==> config.mk <==
export PLATFORM = sky130hd
export DESIGN_NAME = pc_fetch_unit
export DESIGN_NICKNAME = d
export VERILOG_FILES = /design/src/rtl/pc_fetch_unit.sv
export SDC_FILE = /design/constraint.sdc
export NUM_CORES = 1
export LEC_CHECK = 0
export BUFFER_PORTS_ARGS = -buffer_cell sky130_fd_sc_hd__buf_2
export CORE_ASPECT_RATIO = 0.75
export CORE_MARGIN = 4
export CORE_UTILIZATION = 55
export CTS_BUF_LIST = sky130_fd_sc_hd__clkbuf_2 sky130_fd_sc_hd__clkbuf_4 sky130_fd_sc_hd__clkbuf_8
export DETAILED_ROUTE_END_ITERATION = 6
export PLACE_DENSITY = 0.8
export SYNTH_ARGS = -nofsm -noshare
export SYNTH_HDL_FRONTEND = slang
export SYNTH_SLANG_ARGS = --single-unit
==> constraint.sdc <==
create_clock -name clock -period 2.3 [get_ports clock]
set_input_delay 0.115 -clock clock [delete_from_list [all_inputs] [get_ports clock]]
set_output_delay 0.115 -clock clock [all_outputs]
set_load 0.01 [all_outputs]
==> src/rtl/pc_fetch_unit.sv <==
// Fetch front end: holds the PC, issues instruction-memory reads and delivers
// fetched words to decode. Redirects from execute retarget the PC. A redirect
// that arrives while a read is outstanding is queued until that read completes.
module pc_fetch_unit #(
  parameter int unsigned          ADDR_W   = 32,
  parameter logic [ADDR_W-1:0]    RESET_PC = '0
) (
  input  logic              clock,
  input  logic              reset_n,
  output logic              imem_req,
  output logic [ADDR_W-1:0] imem_addr,
  input  logic              imem_ack,
  input  logic [31:0]       imem_rdata,
  output logic              instr_valid,
  input  logic              instr_ready,
  output logic [31:0]       instr_out,
  output logic [ADDR_W-1:0] pc_out,
  output logic [ADDR_W-1:0] pc_plus4,
  input  logic              redirect_valid,
  input  logic [ADDR_W-1:0] redirect_pc
);

  localparam logic [ADDR_W-1:0] PcInc = ADDR_W'(4);

  typedef enum logic [0:0] {StFetch, StDeliver} state_e;

  state_e            state_q;
  logic [ADDR_W-1:0] pc_q;
  logic              pend_valid_q;
  logic [ADDR_W-1:0] pend_pc_q;
  logic              req_q;
  logic              valid_q;
  logic [31:0]       instr_q;
  logic [ADDR_W-1:0] pc_out_q;
  logic [ADDR_W-1:0] pc_plus4_q;

  logic [ADDR_W-1:0] redir_tgt;
  logic [ADDR_W-1:0] ack_tgt;
  logic              redir_hit;

  // Word-align the target; a same-cycle redirect overrides a queued one.
  always_comb begin
    redir_tgt = {redirect_pc[ADDR_W-1:2], 2'b00};
    ack_tgt   = redirect_valid ? redir_tgt : pend_pc_q;
    redir_hit = redirect_valid | pend_valid_q;
  end

  // Fetch/deliver FSM with all outputs registered.
  always_ff @(posedge clock or negedge reset_n) begin
    if (!reset_n) begin
      state_q      <= StFetch;
      pc_q         <= RESET_PC;
      pend_valid_q <= 1'b0;
      pend_pc_q    <= '0;
      req_q        <= 1'b0;
      valid_q      <= 1'b0;
      instr_q      <= '0;
      pc_out_q     <= RESET_PC;
      pc_plus4_q   <= RESET_PC + PcInc;
    end else begin
      case (state_q)
        StFetch: begin
          if (!req_q) begin
            // Idle cycle (after reset or a discarded fetch): nothing is in
            // flight, so a redirect can retarget the PC directly.
            req_q <= 1'b1;
            if (redirect_valid) pc_q <= redir_tgt;
          end else if (imem_ack) begin
            req_q <= 1'b0;
            if (redir_hit) begin
              // Wrong-path data: drop it and refetch from the target.
              pc_q         <= ack_tgt;
              pend_valid_q <= 1'b0;
            end else begin
              instr_q    <= imem_rdata;
              pc_out_q   <= pc_q;
              pc_plus4_q <= pc_q + PcInc;
              valid_q    <= 1'b1;
              state_q    <= StDeliver;
            end
          end else if (redirect_valid) begin
            // Address must stay stable until ack, so queue the target.
            pend_valid_q <= 1'b1;
            pend_pc_q    <= redir_tgt;
          end
        end
        StDeliver: begin
          if (redirect_valid) begin
            // Consumed or killed, either way the next fetch is the target.
            pc_q    <= redir_tgt;
            valid_q <= 1'b0;
            req_q   <= 1'b1;
            state_q <= StFetch;
          end else if (instr_ready) begin
            pc_q    <= pc_q + PcInc;
            valid_q <= 1'b0;
            req_q   <= 1'b1;
            state_q <= StFetch;
          end
        end
        default: state_q <= StFetch;
      endcase
    end
  end

  assign imem_req    = req_q;
  assign imem_addr   = pc_q;
  assign instr_valid = valid_q;
  assign instr_out   = instr_q;
  assign pc_out      = pc_out_q;
  assign pc_plus4    = pc_plus4_q;

endmodule

# [After elaboration in Yosys (flattened, before gate mapping)]
# Index checks and enable logic that the tools add are counted.
[word_totals] reg_bits=164 latch_bits=0 mem_bits_rw=0 rom_bits=0 word_cells=56 memories=0
[classes] addsub=1 multipliers=0 n_div=0 n_lt_le_gt_ge=0 eq_ne=8 shifts=0 n_mux=28 bitwise_logic=4 n_reduce_logical=6
[op_table] cell="$mux W32" count=7
[op_table] cell="$pmux W32 S2" count=1
[op_table] cell="$add A32 B3 Y32 const B" count=1
[op_table] cell="$mux W1" count=17
[op_table] cell="$reduce_and A4 Y1" count=4
[op_table] cell="$ne A3 B3 Y1 const B" count=4
[op_table] cell="$ne A2 B2 Y1 const B" count=3
[op_table] cell="$pmux W1 S2" count=3
[op_table] cell="$not A1 Y1" count=3
[op_table] cell="$reduce_and A3 Y1" count=1
[op_table] cell="$ne A2 B1 Y1 const B" count=1
[op_table] cell="$reduce_bool A2 Y1" count=1
[op_table] cell="$or A1 B1 Y1" count=1

# [Depth between registers and ports, before layout]
# Gate-level depths: netlist of the first run.
[depth] word_depth=5 ltp_mapped=8 depth_no_buf=6

# [Worst setup path after synthesis of the first run]
# No wires, ideal clock.
[synth_path] path_type="reg-to-reg" from="register pc_q[2], in the netlist imem_addr[2]" to="register pc_q[28], in the netlist imem_addr[28]" arrival_ns=1.751 required_time_ns=2.174 setup_slack_ns=0.423 stages_incl_launch_ff=6 n_path_buf=0 synth_period_minus_slack_ns=1.877 path_cell_list="dfrtp_1 > ha_1 > nand4_2 > nor4_4 > nand2_2 > a311o_1"
[synth_via] elab_chain_len=4
[synth_rtl] item="start: declaration" line="28" rtl="logic [ADDR_W-1:0] pc_q;"
[synth_rtl] item="start signal: assignment" line="67" rtl="if (redirect_valid) pc_q <= redir_tgt;"
[synth_rtl] item="start signal: assignment" line="72" rtl="pc_q <= ack_tgt;"
[synth_rtl] item="start signal: assignment" line="90" rtl="pc_q <= redir_tgt;"
[synth_rtl] item="$add A32 B3 Y32" line="95" rtl="pc_q <= pc_q + PcInc;"
[synth_rtl] item="$mux W32" line="94" rtl="end else if (instr_ready) begin"
[synth_rtl] item="$mux W32" line="88" rtl="if (redirect_valid) begin"
[synth_rtl] item="$pmux W32 S2" line="61" rtl="case (state_q)"
# No other way between the ends. The select of a mux whose other input is x is not followed.
# A chain may end at the register's enable or synchronous reset.

# [Worst setup path after layout of the first run]
[layout_path] from="register pc_q[3], in the netlist imem_addr[3]" to="register pc_q[30], in the netlist imem_addr[30]"
# Same word-level chain as after synthesis.

==> results.md, run 1 <==
* First-pass GRT wire length at approximately 34,000 um
* Vias at 6,770
* Largest family of logic cells by synthesized area: simple AND/OR/NAND/NOR gates
* Crit path time final at roughly 2.1 ns
* GRT overflow at 0
* Vias in the first global route at around 6,600
* Root buf cell: clkbuf_8
* Worst VDD drop at 0.000673 V
* Xor and xnor area share after synthesis at 3.05%
* CTS Buf Count at 17
* WS Path Type: flip-flop to flip-flop
* Register area share after synthesis at a little over half
* Flop2flop setup slack at just under 0.2 ns
* Final Max Tran Viols at 0
* PD cells at between 1000 and 1500 mW/mm^2
* Register-to-Register Path Depth at 6
* Slew @ Worst Pin at 0.606 ns
* CTS Buffer Depth at 2
* Reg2reg start: imem_addr[3]
* Max frequency at roughly 480 MHz
* Adder-cell share of the synthesized area at less than 1%
* Die ar. at approximately 0.016 mm^2
* H-Tree Depth at 4
* Status: finished, violations left
* 1st-iter DRT viols at 743
* Share of post-route cells with drive strength above 1 at 29.1%
* Setup TNS at 0 ns
* RSZ-0062 raised after global routing: false
* Core box area at around 0.013 mm^2
* Crit path capture type: flip-flop
* Largest net degree at the start of global routing at 66
* Max Clock Skew at 0.0167 ns
* Final Non-Filler Cells at 1,202
* Latest clock arrival within the worst-skew pair at 0.45 ns
* Sink Count at around 160
* Core Util, Final at about three quarters
* P_leak at 4.83 nW
* Horiz. Die Dim at around 140 um
* Antenna violations before repair at 0
* End of the worst register-to-register path: imem_addr[30]
* Worst Path Arrival at ~2.5 ns
* Yosys warns at 0
* Max cap viols at 0
* Total routed wirelength at 21,700 um
* Hold Path Depth at 2
* Row count at 36
* Post-Synth Simple-Gate Area at 19.6%
* Post-route ant nets at 0
* Syn_nets at approximately 840
* Vias/cell at around 5.6
* Initial Utilization at between 50 and 60%
* Gpl congestion at 0.846
* Final critical-path share of the clock period at roughly nine tenths
* Largest stage delay on the critical path at approximately 0.45 ns
* Buffers on Ports at 196
* Wire per inst at 18.0 um
* Hold path start: redirect_valid
* Total GRT Usage at approximately 28%
* Die height at roughly 110 um
* Mean Syn Cell Area at around 9.7 um^2
* Drt pass-1 iters at 7
* Cell Area, Synth at roughly 0.0075 mm^2
* Final Hold Fails at 0
* Rel. slew slack at about three fifths
* Hold endpoint: instr_valid
* Post-synthesis mux area share at about 4.5%
* PnR worst setup slack at between 0.15 and 0.2 ns
* Crit path max fanout at 5
* Nets at 1,088
* Slowest-stage cell, CP: dfrtp_1
* Hold Crit Class: input port to flip-flop
* Synthesis-to-finish area growth at 30.4%
* Dpl ws at about 0.27 ns
* Failing checks: design-rule violations
* Post-synthesis compound-gate area fraction at between 10% and 20%
* CTS clk-pin slew, worst paths at 0.08 ns
* Cells along the critical path: ha_1 -> nand4_2 -> nor3_2 -> nand3_1 -> o31a_1 -> o22ai_1
* DP Wirelength at ~14,000 um
* Synthesized instance count at between 700 and 800
* Antenna Cells at 0
* Worst endpoint required time at approximately 2.7 ns
* # DRC at 3
* Placed insts at ~1,100
* Flops & latches, synth at between 150 and 200
* Top Ports at 199
* Final Setup Violations at 0
* Crit start category: flip-flop
* TritonCTS clock tree: yes
* Synth cell types at between 40 and 50
-- flip-flops by register name, indices dropped and copies added, names as in the netlist --
register,flops
imem_addr,32
instr_out,32
pc_out,32
pend_pc_q,32
pc_plus4,30
imem_req,1
instr_valid,1
pend_valid_q,1
state_q,1
-- cell usage after synthesis (all sizes together) --
cell	n	area [um^2]
xor2	9	78.8
and2	1	6.26
nand2b	4	25.0
nand3	18	125
nand4	10	68.8
a221oi	3	26.3
a311o	2	20.0
o22a	1	8.76
nor2	23	91.3
a21oi	20	100
or3	3	18.8
nand3b	3	22.5
xnor2	17	149
nor3b	1	7.51
o2bb2ai	2	17.5
a222oi	7	70.1
nor2b	4	25.0
nor4	8	116
clkbuf	24	91.3
a22o	6	52.6
dfstp	1	26.3
o22ai	11	68.8
and3	4	25.0
o31ai	5	37.5
o21ai	66	330
a21o	5	37.5
ha	1	12.5
a32oi	2	17.5
o31a	11	96.3
dfrtp	161	4030
nor3	9	55.1
a22oi	19	143
buf	38	210
inv	11	41.3
nand2	231	870
mux2	30	338
or2	1	6.26
-- area by class of cell --
cell class / instances / area, um^2
clock inverter: 11 / 153
sequential: 162 / 4060
tap: 171 / 214
multi-input combinational: 537 / 3080
timing repair buffer: 289 / 1910
fill: 918 / 3420
inverter: 11 / 41.3
clock buffer: 21 / 277
-- worst max-delay path, delay by kind of cell, from the launching register on --
family | cells | cell delay (ns)
and+or+nand+nor | 3 | 0.80
DFF | 1 | 0.45
AOI/OAI and AO/OA | 2 | 0.52
adders and majority gates | 1 | 0.24
-- power by group --
part | internal [W] | total [W] | leakage, nW | switching [W]
Clock | 0.00116 | 0.00225 | 0.210 | 0.00108
Combinational | 0.00165 | 0.00383 | 2.60 | 0.00218
Sequential | 0.00395 | 0.00481 | 2.02 | 0.000866
-- cells in the final DEF, fill, tap and decap left out, drive strengths merged, types with 4 or more instances in the layout --
cell,n
a21o,5
a21oi,20
a222oi,7
a22o,6
a22oi,19
and3,4
buf,224
clkbuf,21
dfrtp,161
dlygate4sd3,65
inv,13
mux2,30
nand2,231
nand2b,4
nand3,18
nand4,10
nor2,23
nor2b,4
nor3,9
nor4,8
o21ai,66
o22ai,11
o31a,11
o31ai,5
xnor2,17
xor2,9
-- metrics by stage --
step / total power, W / hold WS [ns] / cell area [um^2]
floorplan: 0.00684 / -0.181 / 7460
global placement: 0.00840 / 0.148 / 8650
detailed placement: 0.00854 / 0.147 / 8650
CTS: 0.0109 / 0.0526 / 9730
global route: 0.0116 / 0.0764 / 9730
finish: 0.0109 / 0.0691 / 9730
-- routing by layer --
layer | global-route usage (%) | vias to the layer above | share of wire, % | wire length, um
met2 | 41.2 | 335 | 46 | 9900
met4 | 11.9 | 0 | 2.5 | 552
met1 | 40.1 | 3260 | 43 | 9420
met3 | 7.10 | 50 | 8.3 | 1790
met5 | 0 | - | 0 | 0
li1 | - | 3125 | - | -
-- worst max path at each step --
stage	startpoint	end	slack, ns	depth (start not counted)
after floorplan	imem_addr[2]	imem_addr[28]	0.42	5
after global placement	imem_addr[3]	imem_addr[26]	0.34	6
after detailed placement	imem_addr[3]	imem_addr[24]	0.27	6
after CTS	imem_addr[3]	imem_addr[30]	0.23	6
after global routing	imem_addr[10]	imem_addr[25]	0.07	5
final	imem_addr[3]	imem_addr[30]	0.20	6
-- cell families (layout without fill, tap and decap cells) --
group	count (synthesis)	count (layout)
AOI/OAI and AO/OA	160	160
xor gates and xnor gates	26	26
and+or+nand+nor	320	320
DFF	162	162
buffers and inverters	73	332
muxes	30	30
adders and majority gates	1	1
-- timing repair --
| action | in CTS | in global routing |
|---|---|---|
| hold buffers | 65 | 0 |
| hold endpoints to repair | 135 | 0 |
| gates resized for setup | 0 | 1 |
| buffers inserted | 0 | 0 |
| setup endpoints to repair | 0 | 1 |
No activity file was read; power rests on OpenSTA's default activity.
==> run 2, diff against run 1 <==
CORE_MARGIN = 1.5   (was 4)
REMOVE_ABC_BUFFERS = 1   (was not set)
==> run 2 against run 1 <==
The run now ends clean; total power fell by 1.1%; cell count increased by 0.17%; core utilization rose by 0.21 points; combinational power hardly changed; clock power down 4%; routed wire length fell by 4.5%; hold slack got worse by 0.010 ns; sequential cell count is the same; critical endpoint unchanged; via count shrank 1.7%; non-clock buffer count rose by 2; critical path type unchanged; first-iteration DRC count is 37% lower; highest routed layer unchanged; largest power group unchanged.
==> results.md, run 2 (synthesis results as in run 1) <==
* Status: finished clean (was finished, violations left)
* GRT overflow at 0 (unchanged)
* Antenna violations before repair at 0 (unchanged)
* DP Wirelength at 13,300 um (was 14,000 um)
* Wire per inst at 17.2 um (was 18.0 um)
* Hold endpoint: instr_valid (unchanged)
* Vias/cell at 5.53 (was 5.63)
* Sequential power share at 44.4% (was 44.2%)
* Max cap viols at 0 (unchanged)
* Register-to-Register Path Depth at 6 (unchanged)
* Final Hold Fails at 0 (unchanged)
* Max frequency at 466 MHz (was 475 MHz)
* Max Clock Skew at 0.0160 ns (was 0.0167 ns)
* Core box area at 0.0131 mm^2 (was 0.0132 mm^2)
* Vias in the first global route at 6,490 (was 6,617)
* 1st-iter DRT viols at 471 (was 743)
* Slew @ Worst Pin at 0.590 ns (was 0.606 ns)
* Total GRT Usage at 29.7% (was 28.1%)
* Worst Path Arrival at 2.50 ns (was 2.46 ns)
* Commonest non-fill, non-tap cell in the layout: nand2_1 (unchanged)
* Setup TNS at 0 ns (unchanged)
* GR Layer Usage met2 at 47.8% (was 41.2%)
* Buffers on Ports at 196 (unchanged)
* Global-route met1 utilization at 40.3% (was 40.1%)
* GRT met3 Usage at 7.21% (was 7.10%)
* Latest clock arrival within the worst-skew pair at 0.46 ns (was 0.45 ns)
* Placed insts at 1,107 (was 1,105)
* Die height at 104 um (was 109 um)
* P_leak at 4.83 nW (about the same)
* Post CTS Setup Buffer Count at 0 (unchanged)
* Final Max Tran Viols at 0 (unchanged)
* Gpl congestion at 0.816 (was 0.846)
* Crit path time final at 2.15 ns (was 2.10 ns)
* CTS Buffer Depth at 2 (unchanged)
* Reg2reg start: imem_addr[3] (unchanged)
* Final critical-path share of the clock period at 93.3% (was 91.5%)
* Crit path max fanout at 5 (unchanged)
* Combinational share of power at 35.5% (was 35.2%)
* Crit path capture type: flip-flop (unchanged)
* Drt pass-1 iters at 5 (was 7)
* Initial Utilization at 56.9% (was 56.8%)
* Nets at 1,090 (was 1,088)
* Antenna Cells at 0 (unchanged)
* Horiz. Die Dim at 138 um (was 143 um)
* Total routed wirelength at 20,700 um (was 21,700 um)
* Worst endpoint required time at 2.65 ns (about the same)
* TritonCTS clock tree: yes (unchanged)
* Synthesis-to-finish area growth at 30.3% (was 30.4%)
* First-pass GRT wire length at 33,000 um (was 34,300 um)
* End of the worst register-to-register path: imem_addr[30] (unchanged)
* Final Non-Filler Cells at 1,204 (was 1,202)
* NetSw at 0.00414 W (was 0.00412 W)
* Post-route ant nets at 0 (unchanged)
* Most frequent cells in the layout: nand2_1 (230), buf_2 (195), dfrtp_1 (161) (unchanged)
* # DRC at 0 (was 3)
* RSZ-0062 raised after global routing: false (unchanged)
* Hold path start: redirect_valid (unchanged)
* Vias at 6,654 (was 6,770)
* Worst VDD drop at 0.000667 V (was 0.000673 V)
* Busiest grt layer: met2 (unchanged)
* Share of post-route cells with drive strength above 1 at 29.2% (was 29.1%)
* Internal at 0.00663 W (was 0.00676 W)
* Cells along the critical path: ha_1 -> nand4_2 -> nor3_4 -> nand3_1 -> o31a_1 -> o22ai_1 (was ha_1 -> nand4_2 -> nor3_2 -> nand3_1 -> o31a_1 -> o22ai_1)
* Die ar. at 0.0143 mm^2 (was 0.0155 mm^2)
* Largest net degree at the start of global routing at 84 (was 66)
* H-Tree Depth at 4 (unchanged)
* Sw Ratio at 38.4% (was 37.9%)
* Top Ports at 199 (unchanged)
* CTS Buf Count at 17 (unchanged)
* Final Setup Violations at 0 (unchanged)
* Crit start category: flip-flop (unchanged)
* Hold Path Depth at 2 (unchanged)
* PD cells at 1110 mW/mm^2 (was 1120 mW/mm^2)
* Row count at 36 (unchanged)
* Final Power at 0.0108 W (was 0.0109 W)
* Rel. slew slack at 60.7% (was 59.6%)
* Clock share of power at 20.1% (was 20.6%)
* CTS clk-pin slew, worst paths at 0.09 ns (was 0.08 ns)
* Sink Count at 162 (unchanged)
* WS Path Type: flip-flop to flip-flop (unchanged)
* WP buf/inv at 0 (unchanged)
* Flop2flop setup slack at 0.15 ns (was 0.20 ns)
* Root buf cell: clkbuf_8 (unchanged)
* Largest stage delay on the critical path at 0.43 ns (was 0.45 ns)
* Delay-heaviest family, CP: simple AND/OR/NAND/NOR gates (unchanged)
* Hold Crit Class: input port to flip-flop (unchanged)
* Slowest-stage cell, CP: dfrtp_1 (unchanged)
==> run 2: changes by cell type in the layout (fill, tap and decap cells not counted), moves of 2 or more <==
cell and change:
clkbuf_4 -2, buf_4 +3, inv_8 +3, clkinvlp_4 +2
==> run 2: worst max path at each step <==
stage          cells after the start  slack [ns]          from       endpoint
6_report                           6        0.15  imem_addr[3]  imem_addr[30]
4_1_cts                            6        0.16  imem_addr[3]  imem_addr[30]
5_1_grt                            6        0.03  imem_addr[3]  imem_addr[22]
2_1_floorplan                      4       -1.75       state_q   pc_plus4[28]
3_5_place_dp                       6        0.05  imem_addr[3]  imem_addr[26]
3_3_place_gp                       6        0.19  imem_addr[3]  imem_addr[26]
==> run 2: repair_timing <==
action                                 in CTS  in global routing
hold buffers                               65                  0
gates resized for setup                     1                  1
endpoints found under the hold margin     124                  0
setup endpoints to repair                   1                  1
==> run 2: power groups by stage <==
stage	registers, W	clock network (W)	logic [W]
after floorplan	0.00522	0	0.00149
after global placement	0.00475	0	0.00360
after detailed placement	0.00480	0	0.00369
after CTS	0.00475	0.00220	0.00379
after global routing	0.00493	0.00231	0.00422
final	0.00478	0.00216	0.00382
==> run 2: layout make-up <==
class / instances / area [um^2]
Fill cell: 916 / 3380
Tap cell: 171 / 214
Multi-Input combinational cell: 537 / 3090
Clock inverter: 14 / 166
Clock buffer: 18 / 248
Timing Repair Buffer: 291 / 1910
Inverter: 11 / 41.3
Sequential cell: 162 / 4060
==> run 2: routing by layer <==
layer,vias up,routed length [um]
li1,3135,-
met1,3206,8940
met2,287,9770
met3,26,1690
met4,0,294
met5,-,0
==> run 2: stage by stage <==
stage               area [um^2]  setup WS [ns]  hold slack (ns)  utilization, %
finish                     9730          0.155           0.0588            74.2
global route               9730         0.0254           0.0515            74.2
CTS                        9720          0.158           0.0327            74.2
detailed placement         8650         0.0473            0.125            66.0
global placement           8650          0.190            0.119            66.0
floorplan                  7160          -1.75           -0.181               -
==> run 3, diff against run 2 <==
ABC_AREA = 1   (was not set)
PLACE_DENSITY = 0.79   (was 0.8)
==> run 3 against run 2 <==
Sequential cell count stayed put; clock power is 5% higher; sequential power is 0.8% higher; hold slack worse by 0.023 ns; combinational power is 11% higher; cell count is 19% higher; non-clock buffer count is 47 lower; synthesized cell count is 34% higher; core utilization is 3.5 points lower; cell area is 0.63% higher; total power is 5.3% higher; largest power group unchanged; first-iteration DRC count is 49% higher.
==> results.md, run 3 <==
* Hold Path Depth at 3 (was 2)
* Final critical-path share of the clock period at 83.5% (was 93.3%)
* CTS Buf Count at 17 (unchanged)
* Commonest non-fill, non-tap cell in the layout: nand2_1 (unchanged)
* Max cap viols at 0 (unchanged)
* Sw Ratio at 39.7% (was 38.4%)
* Dominant cells by area after synthesis: dfrtp_1 (51%), nand2_1 (21%), o21ai_0 (6.0%) (was dfrtp_1 (54%), nand2_1 (12%), mux2_2 (3.8%))
* 1st-iter DRT viols at 702 (was 471)
* Total routed wirelength at 21,200 um (was 20,700 um)
* Max Clock Skew at 0.0201 ns (was 0.0160 ns)
* First-pass GRT wire length at 34,100 um (was 33,000 um)
* Register-to-Register Path Depth at 6 (unchanged)
* Crit path max fanout at 60 (was 5)
* Vias in the first global route at 7,059 (was 6,490)
* Share of post-route cells with drive strength above 1 at 20.7% (was 29.2%)
* NetSw at 0.00451 W (was 0.00414 W)
* Post-synth top flop: dfrtp_1 (unchanged)
* Count leader, synth: nand2_1 (unchanged)
* Post-synth EDFFs at 0 (unchanged)
* Vias at 7,543 (was 6,654)
* Rel. slew slack at 63.0% (was 60.7%)
* Top Ports at 199 (unchanged)
* P_leak at 5.27 nW (was 4.83 nW)
* Post-route ant nets at 0 (unchanged)
* CTS clk-pin slew, worst paths at 0.09 ns (about the same)
* Latest clock arrival within the worst-skew pair at 0.45 ns (was 0.46 ns)
* Nets at 1,318 (was 1,090)
* Cell Area, Synth at 0.00787 mm^2 (was 0.00746 mm^2)
* PnR worst setup slack at 0.379 ns (was 0.155 ns)
* Antenna Cells at 0 (unchanged)
* Register area share after synthesis at 51.5% (was 54.3%)
* Final Non-Filler Cells at 1,436 (was 1,204)
* Async SR Flop Fraction at 100% (unchanged)
* Crit start category: flip-flop (unchanged)
* Core box area at 0.0138 mm^2 (was 0.0131 mm^2)
* Synth area leader: dfrtp_1 (unchanged)
* PD cells at 1160 mW/mm^2 (was 1110 mW/mm^2)
* Die ar. at 0.0150 mm^2 (was 0.0143 mm^2)
* Synthesized instance count at 1,037 (was 772)
* RSZ-0062 raised after global routing: false (unchanged)
* Final Setup Violations at 0 (unchanged)
* Synth top cells by count: nand2_1 (432), dfrtp_1 (161), o21ai_0 (95) (was nand2_1 (230), dfrtp_1 (161), o21ai_1 (35))
* Clock share of power at 20.0% (was 20.1%)
* Crit path capture type: flip-flop (unchanged)
* TritonCTS clock tree: yes (unchanged)
* Worst Path Arrival at 2.22 ns (was 2.50 ns)
* Final Cell Area at 0.00979 mm^2 (was 0.00973 mm^2)
* Worst VDD drop at 0.000641 V (was 0.000667 V)
* Internal at 0.00683 W (was 0.00663 W)
* GRT overflow at 0 (unchanged)
* Sink Count at 162 (unchanged)
* Synth cell types at 30 (was 49)
* Most frequent cells in the layout: nand2_1 (432), buf_2 (195), dfrtp_1 (161) (was nand2_1 (230), buf_2 (195), dfrtp_1 (161))
* Status: finished clean (unchanged)
* Post-DP Area at 0.00901 mm^2 (was 0.00865 mm^2)
* Max frequency at 521 MHz (was 466 MHz)
* Die height at 107 um (was 104 um)
* Worst endpoint required time at 2.60 ns (was 2.65 ns)
* Dpl ws at 0.436 ns (was 0.0473 ns)
* Sequential power share at 42.6% (was 44.4%)
* H-Tree Depth at 4 (unchanged)
* Flops & latches, synth at 162 (unchanged)
* Horiz. Die Dim at 141 um (was 138 um)
* Combinational share of power at 37.4% (was 35.5%)
* Synth top area share at 51.2% (was 54.0%)
* Initial Utilization at 56.9% (about the same)
* Wire per inst at 14.8 um (was 17.2 um)
* Placed insts at 1,370 (was 1,107)
* CTS Buffer Depth at 2 (unchanged)
* Gpl congestion at 0.931 (was 0.816)
* Drt pass-1 iters at 5 (unchanged)
* Post-cts sizing count at 0 (was 1)
* Largest net degree at the start of global routing at 123 (was 84)
* Slew @ Worst Pin at 0.556 ns (was 0.590 ns)
* Yosys warns at 0 (unchanged)
* Hold Crit Class: input port to flip-flop (unchanged)
* Root buf cell: clkbuf_8 (unchanged)
* Final Hold Fails at 0 (unchanged)
* Antenna violations before repair at 0 (unchanged)
* Synthesis-to-finish area growth at 24.4% (was 30.3%)
* # DRC at 0 (unchanged)
* Crit path time final at 1.92 ns (was 2.15 ns)
* WS Path Type: flip-flop to flip-flop (unchanged)
* Total GRT Usage at 28.7% (was 29.7%)
* Row count at 37 (was 36)
* Buffers on Ports at 196 (unchanged)
* Core Util, Final at 70.7% (was 74.2%)
* Final Max Tran Viols at 0 (unchanged)
* Mean Syn Cell Area at 7.59 um^2 (was 9.67 um^2)
* Vias/cell at 5.25 (was 5.53)
* DP Wirelength at 14,100 um (was 13,300 um)
[run 3: changes by cell type after synthesis, sizes merged, moves of 9 or more]
cell	delta
a21boi	+16
a21oi	-14
a22oi	-14
inv	+76
mux2	-30
nand2	+204
nand3	+43
nor2	+55
nor3	-9
o21ai	+35
o22ai	-11
o31a	-11
xnor2	-17
[run 3: final timing paths]
| kind | startpoint | endpoint | slack [ns] |
|---|---|---|---|
| min in group asynchronous | reset_n | pc_out[2] | 0.17 |
| max in group asynchronous | reset_n | pc_out[24] | 1.45 |
| setup / recovery | state_q | pend_pc_q[19] | 0.38 |
| setup reg to reg | state_q | pend_pc_q[19] | 0.38 |
| hold / removal | redirect_valid | pend_pc_q[1] | 0.04 |
| hold reg to reg | instr_out[23] | instr_out[23] | 0.48 |
[run 3: what timing repair did]
action | 4_1_cts | 5_1_grt
endpoints found under the hold margin | 80 | 0
setup buffers | 0 | 0
setup endpoints to repair | 0 | 0
hold buffers | 34 | 0
[run 3: area by class of cell]
type                    instances  area (um^2)
flip-flops and latches        162         4060
repair buffers                244         1510
multi-input cells             736         3240
clock inverters                11          151
fillers                      1107         4060
clock buffers                  21          283
inverters                      87          329
well taps                     175          219
[run 3: kinds of logic (layout without fill, tap and decap cells)]
| logic type | Yosys count | count (layout) | share of synthesized area (%) |
|---|---|---|---|
| simple gates | 579 | 579 | 29.3 |
| flops | 162 | 162 | 51.5 |
| compound gates | 141 | 141 | 9.95 |
| buf+inv | 139 | 363 | 7.34 |
| xor+xnor | 15 | 15 | 1.67 |
| fa+ha+maj | 1 | 1 | 0.159 |
[run 3: through the flow]
step                      setup TNS, ns  total power (W)  hold slack [ns]
final                                 0           0.0113           0.0356
after global routing                  0           0.0121           0.0268
after CTS                             0           0.0113          0.00919
after detailed placement              0          0.00901           0.0785
after global placement                0          0.00887           0.0811
after floorplan                  -78.00          0.00711           -0.181
[run 3: power by group through the flow]
stage,Sequential (W),Combinational [W],Clock (W)
floorplan,0.00520,0.00191,0
global placement,0.00481,0.00405,0
detailed placement,0.00485,0.00417,0
CTS,0.00481,0.00424,0.00231
global route,0.00496,0.00476,0.00243
finish,0.00482,0.00424,0.00227
[run 3: metal layers]
layer | vias up | track usage (%) | part of all wire [%]
li1 | 3661 | - | -
met3 | 26 | 6.74 | 8.6
met2 | 347 | 45.1 | 45
met4 | 0 | 6.62 | 1.1
met5 | - | 0 | 0
met1 | 3509 | 40.7 | 45
[run 3: critical path, cell delays in order (launching register included)]
cell     delay, ns
dfrtp_1       0.45
nor2_4        0.16
buf_4         0.25
nand2_1       0.16
inv_1         0.08
buf_4         0.46
o21ai_0       0.18
